==> src/rtl/pc_fetch_unit_if.sv <==
// pc_fetch_unit_if: fetch-unit control inputs, instruction-memory handshake and PC outputs.
interface pc_fetch_unit_if;
   logic        stall;
   logic        branch_taken;
   logic [31:0] branch_offset_sl2;
   logic        jump;
   logic [25:0] jump_index;
   logic        imem_ack;
   logic        imem_req;
   logic [31:0] imem_addr;
   logic [31:0] pc;
   logic [31:0] pc_plus4;
   logic        instr_valid;
   logic        timeout_err;
   modport master (
      input  stall, branch_taken, branch_offset_sl2, jump, jump_index, imem_ack,
      output imem_req, imem_addr, pc, pc_plus4, instr_valid, timeout_err
   );
   modport slave (
      output stall, branch_taken, branch_offset_sl2, jump, jump_index, imem_ack,
      input  imem_req, imem_addr, pc, pc_plus4, instr_valid, timeout_err
   );
endinterface

==> src/rtl/pc_fetch_unit.sv <==
// pc_fetch_unit: PC register and next-PC sequencer with imem request, stall hold,
// pending-redirect capture and ack-timeout retry.
module pc_fetch_unit #(
   parameter logic [31:0] RESET_VECTOR = 32'h0000_0000,
   parameter int          TIMEOUT      = 15
) (
   input logic              clk,
   input logic              rst_n,
   pc_fetch_unit_if.master  f
);
   typedef enum logic [1:0] {IDLE, REQ, HOLD, RETRY} state_e;
   localparam logic [7:0] WAIT_LAST = 8'(TIMEOUT - 1);
   state_e      state_q;
   logic [31:0] pc_q, pend_tgt_q, pc_d, pc_plus4, redir_tgt;
   logic [7:0]  wait_cnt_q;
   logic        pend_vld_q, timeout_err_q, pulse, in_req, advance;
   assign pc_plus4  = pc_q + 32'd4;
   assign pulse     = f.jump | f.branch_taken;
   assign redir_tgt = f.jump ? {pc_plus4[31:28], f.jump_index, 2'b00} : pc_plus4 + f.branch_offset_sl2;
   // a pulse on the advance cycle itself beats anything already pending
   assign pc_d      = pulse ? redir_tgt : pend_vld_q ? pend_tgt_q : pc_plus4;
   assign in_req    = state_q == REQ;
   assign advance   = !f.stall & ((in_req & f.imem_ack) | (state_q == HOLD));
   always_ff @(posedge clk or negedge rst_n) begin
      if (!rst_n) begin
         state_q       <= IDLE;
         pc_q          <= RESET_VECTOR;
         pend_tgt_q    <= '0;
         pend_vld_q    <= 1'b0;
         wait_cnt_q    <= '0;
         timeout_err_q <= 1'b0;
      end else begin
         timeout_err_q <= 1'b0;
         if (advance) begin
            pc_q       <= pc_d;
            pend_vld_q <= 1'b0;
         end else if (pulse) begin
            pend_vld_q <= 1'b1;
            pend_tgt_q <= redir_tgt;
         end
         case (state_q)
            IDLE: state_q <= REQ;
            REQ:
               if (f.imem_ack) begin
                  wait_cnt_q <= '0;
                  state_q    <= f.stall ? HOLD : REQ;
               end else if (wait_cnt_q == WAIT_LAST) begin
                  wait_cnt_q    <= '0;
                  timeout_err_q <= 1'b1;
                  state_q       <= RETRY;
               end else wait_cnt_q <= wait_cnt_q + 8'd1;
            HOLD:  if (!f.stall) state_q <= REQ;
            RETRY: state_q <= REQ;
         endcase
      end
   end
   assign f.imem_req    = in_req;
   assign f.imem_addr   = pc_q;
   assign f.pc          = pc_q;
   assign f.pc_plus4    = pc_plus4;
   assign f.instr_valid = in_req & f.imem_ack;
   assign f.timeout_err = timeout_err_q;
endmodule

==> src/flat_wrapper.sv <==
// flat-port wrapper written by rule: the top's interface ports become plain ports
module pc_fetch_unit_flat 
#(
   parameter logic [31:0] RESET_VECTOR = 32'h0000_0000,
   parameter int          TIMEOUT      = 15
)
  (clk, rst_n, f_stall, f_branch_taken, f_branch_offset_sl2, f_jump, f_jump_index, f_imem_ack, f_imem_req, f_imem_addr, f_pc, f_pc_plus4, f_instr_valid, f_timeout_err);
  pc_fetch_unit_if f_i ();
  input logic clk;
  input logic rst_n;
  input wire logic [$bits(f_i.stall)-1:0] f_stall;
  input wire logic [$bits(f_i.branch_taken)-1:0] f_branch_taken;
  input wire logic [$bits(f_i.branch_offset_sl2)-1:0] f_branch_offset_sl2;
  input wire logic [$bits(f_i.jump)-1:0] f_jump;
  input wire logic [$bits(f_i.jump_index)-1:0] f_jump_index;
  input wire logic [$bits(f_i.imem_ack)-1:0] f_imem_ack;
  output wire logic [$bits(f_i.imem_req)-1:0] f_imem_req;
  output wire logic [$bits(f_i.imem_addr)-1:0] f_imem_addr;
  output wire logic [$bits(f_i.pc)-1:0] f_pc;
  output wire logic [$bits(f_i.pc_plus4)-1:0] f_pc_plus4;
  output wire logic [$bits(f_i.instr_valid)-1:0] f_instr_valid;
  output wire logic [$bits(f_i.timeout_err)-1:0] f_timeout_err;
  assign f_i.stall = f_stall;
  assign f_i.branch_taken = f_branch_taken;
  assign f_i.branch_offset_sl2 = f_branch_offset_sl2;
  assign f_i.jump = f_jump;
  assign f_i.jump_index = f_jump_index;
  assign f_i.imem_ack = f_imem_ack;
  assign f_imem_req = f_i.imem_req;
  assign f_imem_addr = f_i.imem_addr;
  assign f_pc = f_i.pc;
  assign f_pc_plus4 = f_i.pc_plus4;
  assign f_instr_valid = f_i.instr_valid;
  assign f_timeout_err = f_i.timeout_err;
  pc_fetch_unit #(.RESET_VECTOR(RESET_VECTOR), .TIMEOUT(TIMEOUT)) u_core (.clk(clk), .rst_n(rst_n), .f(f_i));
endmodule
==> config.mk <==
export PLATFORM = sky130hd
export DESIGN_NAME = pc_fetch_unit_flat
export DESIGN_NICKNAME = d
export VERILOG_FILES = /design/src/rtl/pc_fetch_unit_if.sv /design/src/rtl/pc_fetch_unit.sv /design/src/flat_wrapper.sv
export SDC_FILE = /design/constraint.sdc
export NUM_CORES = 1
export LEC_CHECK = 0
export ABC_AREA = 1
export ABC_CLOCK_PERIOD_IN_PS = 4600
export BUFFER_PORTS_ARGS = -buffer_cell sky130_fd_sc_hd__buf_4
export CAP_MARGIN = 25
export CORE_ASPECT_RATIO = 0.6
export CORE_UTILIZATION = 55
export DETAILED_ROUTE_END_ITERATION = 10
export GPL_TIMING_DRIVEN = 0
export PLACE_DENSITY = 0.81
export SLEW_MARGIN = 25
export SYNTH_ARGS = -nofsm -noshare
export SYNTH_HDL_FRONTEND = slang
export SYNTH_SLANG_ARGS = --single-unit
==> constraint.sdc <==
create_clock -name clk -period 4.6 [get_ports clk]
set_clock_uncertainty 0.05 [all_clocks]
set_input_delay 0.23 -clock clk [delete_from_list [all_inputs] [get_ports clk]]
set_output_delay 0.23 -clock clk [all_outputs]
set_load 0.02 [all_outputs]
# [Yosys cells after proc, flatten, opt, wreduce, memory -nomap -nowiden]
# Cells that the tools add are included.
[op_classes] n_bitwise=5 mux=15 reduce_logical=6 eq_ne=6 n_addsub=3
[ops] operator="two-way mux 32 bit" n=3
[ops] operator="adder 32 x 3 -> 32 bit, second input constant" n=1
[ops] operator="adder 32 bit" n=1
[ops] operator="two-way mux 8 bit" n=2
[ops] operator="adder 8 x 1 -> 8 bit, second input constant" n=1
[ops] operator="equality test 8 x 4 -> 1 bit, second input constant" n=1
[ops] operator="two-way mux 2 bit" n=4
[ops] operator="one-hot mux 2 bit (3 select lines)" n=1
[ops] operator="two-way mux 1 bit" n=5
[ops] operator="equality test 2 bit, second input constant" n=2
[ops] operator="AND reduction 2 bit" n=2
[ops] operator="inequality test 3 bit, second input constant" n=1
[ops] operator="bitwise AND 1 bit" n=2
[ops] operator="equality test 2 x 1 -> 1 bit, second input constant" n=1
[ops] operator="logical NOT 2 bit" n=1
[ops] operator="inequality test 2 bit, second input constant" n=1
[ops] operator="bitwise OR 1 bit" n=2
[ops] operator="nonzero test 2 bit" n=1
[ops] operator="OR reduction 2 bit" n=1
[ops] operator="logical NOT 1 bit" n=1
[ops] operator="NOT 1 bit" n=1
[totals] output_inout_bits=99 ff_bits=76 in_bits=64 elab_cells=41

# [Depth between registers and ports, before layout]
[logic_depth] ltp_word=6 mapped_depth=23 mapped_depth_nobuf=23

# [Least setup slack after synthesis]
# OpenSTA, ideal clock, no wires.
[synth_timing] path_type="reg2reg" start="register u_core.pc_q[2] (netlist: u_core.f.imem_addr[2])" end="register u_core.pc_q[14] (netlist: u_core.f.imem_addr[14])" setup_time_ns=0.072 n_path_buf=0 period_less_slack_ns=3.064 stages_incl_launch_ff=18 slack_ns=1.536 t_arrival_ns=2.942 t_required_ns=4.478 cell_sequence="dfrtp_1 ha_1 nand2_1 nor2_2 nand2_2 nor2_1 xor2_1 ha_1 nand2_1 inv_1 nand2_1 nand2_1 a21oi_1 nand2_1 xnor2_1 o21ai_0 a21oi_1 nor2_1"
[synth_between] elab_chain_len=4 elab_cells_between_ends=5 classes_between="2 x add/sub; 3 x mux"
[synth_lines] item="start, declared" line_no="pc_fetch_unit.sv:14" rtl="logic [31:0] pc_q, pend_tgt_q, pc_d, pc_plus4, redir_tgt;"
[synth_lines] item="start signal, assigned" line_no="pc_fetch_unit.sv:35" rtl="pc_q <= pc_d;"
[synth_lines] item="adder 32 x 3 -> 32 bit" line_no="pc_fetch_unit.sv:17" rtl="assign pc_plus4 = pc_q + 32'd4;"
[synth_lines] item="net f_pc_plus4[12]" line_no="flat_wrapper.sv:20" rtl="output wire logic [$bits(f_i.pc_plus4)-1:0] f_pc_plus4;"
[synth_lines] item="adder 32 bit" line_no="pc_fetch_unit.sv:19" rtl="assign redir_tgt = f.jump ? {pc_plus4[31:28], f.jump_index, 2'b00} : pc_plus4 + f.branch_offset_sl2;"
[synth_lines] item="two-way mux 32 bit" line_no="pc_fetch_unit.sv:19"
[synth_lines] item="two-way mux 32 bit" line_no="pc_fetch_unit.sv:21" rtl="assign pc_d = pulse ? redir_tgt : pend_vld_q ? pend_tgt_q : pc_plus4;"
# The timed path passes the listed nets, and every way through them passes these cells.
# A chain may end at the register's enable or synchronous reset.

# [Final worst setup path]
[layout_timing] start="register u_core.pc_q[2] (netlist: u_core.f.imem_addr[2])" end="register u_core.pc_q[29] (netlist: u_core.f.imem_addr[29])"
[layout_between] elab_chain_len=4 elab_cells_between_ends=5 classes_between="2 x add/sub; 3 x mux"
[layout_lines] item="adder 32 x 3 -> 32 bit (*)" line_no="pc_fetch_unit.sv:17"
[layout_lines] item="adder 32 bit" line_no="pc_fetch_unit.sv:19"
[layout_lines] item="two-way mux 32 bit" line_no="pc_fetch_unit.sv:19"
[layout_lines] item="two-way mux 32 bit (*)" line_no="pc_fetch_unit.sv:21"
# Every way passes the cells marked *; elsewhere a longest branch is shown, timed or not.

==> flow_metrics.py <==
metrics = {
    "finish": {
        "drive_gt1_share_pct": 20.90,
        "nets": 1452,
        "multi_input_area_sq_um": 4413,
        "seq_area_sq_um": 1902,
        "synthToLayoutAreaGrowth_pct": 23.04,
        "n_antenna_cell": 0,
        "fill_cells": 1180,
    },
    "synth": {
        "synth-edff-count": 0,
        "synthCells": 1171,
        "ys_types": 50,
        "yosysWarningCount": 0,
        "ys_seq_area_share_pct": 25.87,
        "postSynthAreaPerCell_sq_um": 6.278,
        "synthArstFlopShare_pct": 100.0,
        "yosysMostFrequentCell": "nand2_1",
        "yosys_register_bits": 76,
        "yosys-top-cells-count": "nand2_1 (367), inv_1 (166), nor2_1 (110)",
        "yosysTopAreaCell": "dfrtp_1",
        "synth.area.top_cells": "dfrtp_1 (26%), nand2_1 (19%), inv_1 (8.5%)",
        "synth_top_area_share_pct": 25.87,
        "syn-num-nets": 1278,
        "synth_ff_type": "dfrtp_1",
        "syn_area_sq_um": 7352,
    },
    "drt": {
        "drt_wl_total_mm": 24.88,
        "drc": 0,
        "wl_per_cell_um": 16.38,
        "ant_nets": 0,
        "drt_pass1_iterations": 5,
        "via_count": 8297,
        "drt_iter0_markers": 887,
        "avgViaCountPerCell": 5.462,
    },
    "global_route": {
        "grt_max_degree": 77,
        "grt_use_total_pct": 36.65,
        "antenna_found_initial": 0,
        "grt-ovfl-total": 0,
        "grt_pass1_vias": 7101,
        "grt_pass1_wl_mm": 37.99,
    },
    "worst_setup_path": {
        "worst-setup-path-type": "register to register",
        "r2r_setup_slack_ns": 0.60,
        "r2r-start": "u_core.f.imem_addr[2]$_DFFE_PN0P_",
        "crit_end": "u_core.f.imem_addr[29]$_DFFE_PN0P_",
        "critPathLaunch": "u_core.f.imem_addr[2]$_DFFE_PN0P_",
        "cp.arrival_ns": 4.21,
        "worstPathMaxFanout": 7,
        "ff2ff_path_depth": 17,
        "worst_setup_path_start_kind": "register",
        "r2r-end": "u_core.f.imem_addr[29]$_DFFE_PN0P_",
        "required_ns": 4.80,
        "end_kind": "register",
    },
    "die": {
        "dieArea_sq_um": 13850,
        "die_h_um": 91.56,
        "ios": 163,
        "core_area_sq_um": 12930,
        "rows": 32,
        "start_util_pct": 56.85,
        "dieWidth_um": 151.3,
    },
    "timing": {
        "finalSetupTns_ns": 0,
        "post-route-period-util_pct": 87.02,
        "slew_violations": 0,
        "hold_violations": 0,
        "slew_headroom_pct": 49.71,
        "final-setup-viol-count": 0,
        "rsz0062_at_grt": "false",
        "period_needed_ns": 4.003,
        "worst_slew_pin_slew_ns": 0.7464,
        "max_freq_mhz": 249.8,
    },
    "flow_run": {
        "drv_cap": 0,
    },
    "run_status": {
        "status": "completed",
    },
    "clock_tree": {
        "cts_root_buf": "clkbuf_16",
        "cts_tree": "done",
        "clk_pin_slew_ns": 0.06,
        "cts-buffers-inserted": 9,
        "htree_levels": 3,
        "cts_setup_buffers": 0,
        "clock_path_buffers": 2,
        "clk_latency_ns": 0.34,
        "numClockSinks": 76,
    },
    "worst_hold_path": {
        "hp-class": "primary input to register",
    },
    "pwr": {
        "p_leak_nw": 5.050,
        "ir_drop_v": 0.0002938,
        "power_mw": 5.037,
        "powerDensity_nw_per_um2": 556.8,
    },
    "placed_design": {
        "portBuffers": 162,
        "post-dp-hpwl_mm": 20.14,
        "gp_congestion": 0.9524,
    },
}
## sequential cells by signal (all words and copies together) (netlist names)
signal / flops
u_core.f.imem_addr: 32
u_core.wait_cnt_q: 8
u_core.f.timeout_err: 1
u_core.state_q: 2
u_core.pend_vld_q: 1
u_core.pend_tgt_q: 32
## power breakdown
| part | switching (mW) | internal, mW |
|---|---|---|
| clock network | 0.264 | 0.360 |
| logic | 2.07 | 1.21 |
| registers | 0.269 | 0.861 |
| total | 2.61 | 2.43 |
## layout by cell type (no fill, tap or decap), types with 11 or more instances in the layout
cell / n
nand2_1: 367
buf_4: 199
inv_1: 166
nor2_1: 110
nand3_1: 94
dfrtp_1: 76
a21oi_1: 72
ha_1: 42
o21ai_0: 28
or2_2: 20
xor2_1: 20
nor3_1: 13
o21ai_1: 13
clkbuf_1: 11
## how the worst min path moves through the flow
stage / slack [ns] / startpoint / depth (start not counted) / end
global placement: 0.38 / f_imem_ack / 2 / u_core.f.timeout_err$_DFF_PN0_
global route: 0.04 / f_imem_ack / 2 / u_core.f.timeout_err$_DFF_PN0_
detailed placement: 0.38 / f_imem_ack / 2 / u_core.f.timeout_err$_DFF_PN0_
finish: 0.03 / f_imem_ack / 2 / u_core.f.timeout_err$_DFF_PN0_
floorplan: -0.12 / rst_n / 0 / u_core.f.imem_addr[0]$_DFFE_PN0P_
CTS: 0.03 / rst_n / 1 / u_core.state_q[0]$_DFFE_PN0P_
## critical path, stage by stage, from the launching register on
cell and delay [ns]:
dfrtp_1 0.51, inv_1 0.20, nor2_1 0.15, nand2_1 0.13, nor3_1 0.26, nand2_1 0.08
o21ai_0 0.60, inv_1 0.19, ha_1 0.39, nand2_1 0.16, inv_1 0.09, a21oi_1 0.21
nand2_1 0.10, a21oi_1 0.17, nand3_1 0.10, nand3_1 0.16, nand3_1 0.17, a21oi_1 0.20
## stage by stage
step	util, %	worst slack (ns)	cells	area, sq um	hold slack, ns
after floorplan	-	1.536	1171	7352	-0.1156
after global placement	67.90	0.6892	1503	8781	0.3772
after detailed placement	67.90	0.6864	1503	8781	0.3802
after CTS	69.84	0.6369	1518	9032	0.03090
after global routing	69.95	0.1995	1519	9046	0.03763
final	69.95	0.5971	1519	9046	0.03216
## area by class of cell
| type | instances | area share (%) |
|---|---|---|
| flip-flops and latches | 76 | 21.02 |
| plain buffers | 59 | 4.371 |
| inverters | 171 | 7.095 |
| clock buffers | 12 | 2.614 |
| multi-input cells | 865 | 48.78 |
| clock inverters | 3 | 0.1660 |
| well taps | 170 | 2.351 |
| repair buffers | 163 | 13.60 |
## metal layers
metal / vias up / global-route usage, % / wire length [um]
met5: - / 0 / 0
met4: 0 / 5.667 / 287
met3: 23 / 13.07 / 3537
met2: 519 / 48.06 / 9486
met1: 3740 / 56.77 / 11570
li1: 4015 / - / -
## cells by family after synthesis
family                     synth area share, %
AOI/OAI and AO/OA                        11.20
xor gates and xnor gates                 3.217
adders and majority gates                7.420
buffers and inverters                    14.11
DFF                                      25.87
muxes                                   0.3063
and+or+nand+nor                          37.88
## what timing repair did
action	CTS	global route
endpoints found under the hold margin	0	76
hold buffers	0	1
resized for setup	0	0
No activity file was read; power rests on OpenSTA's default activity.
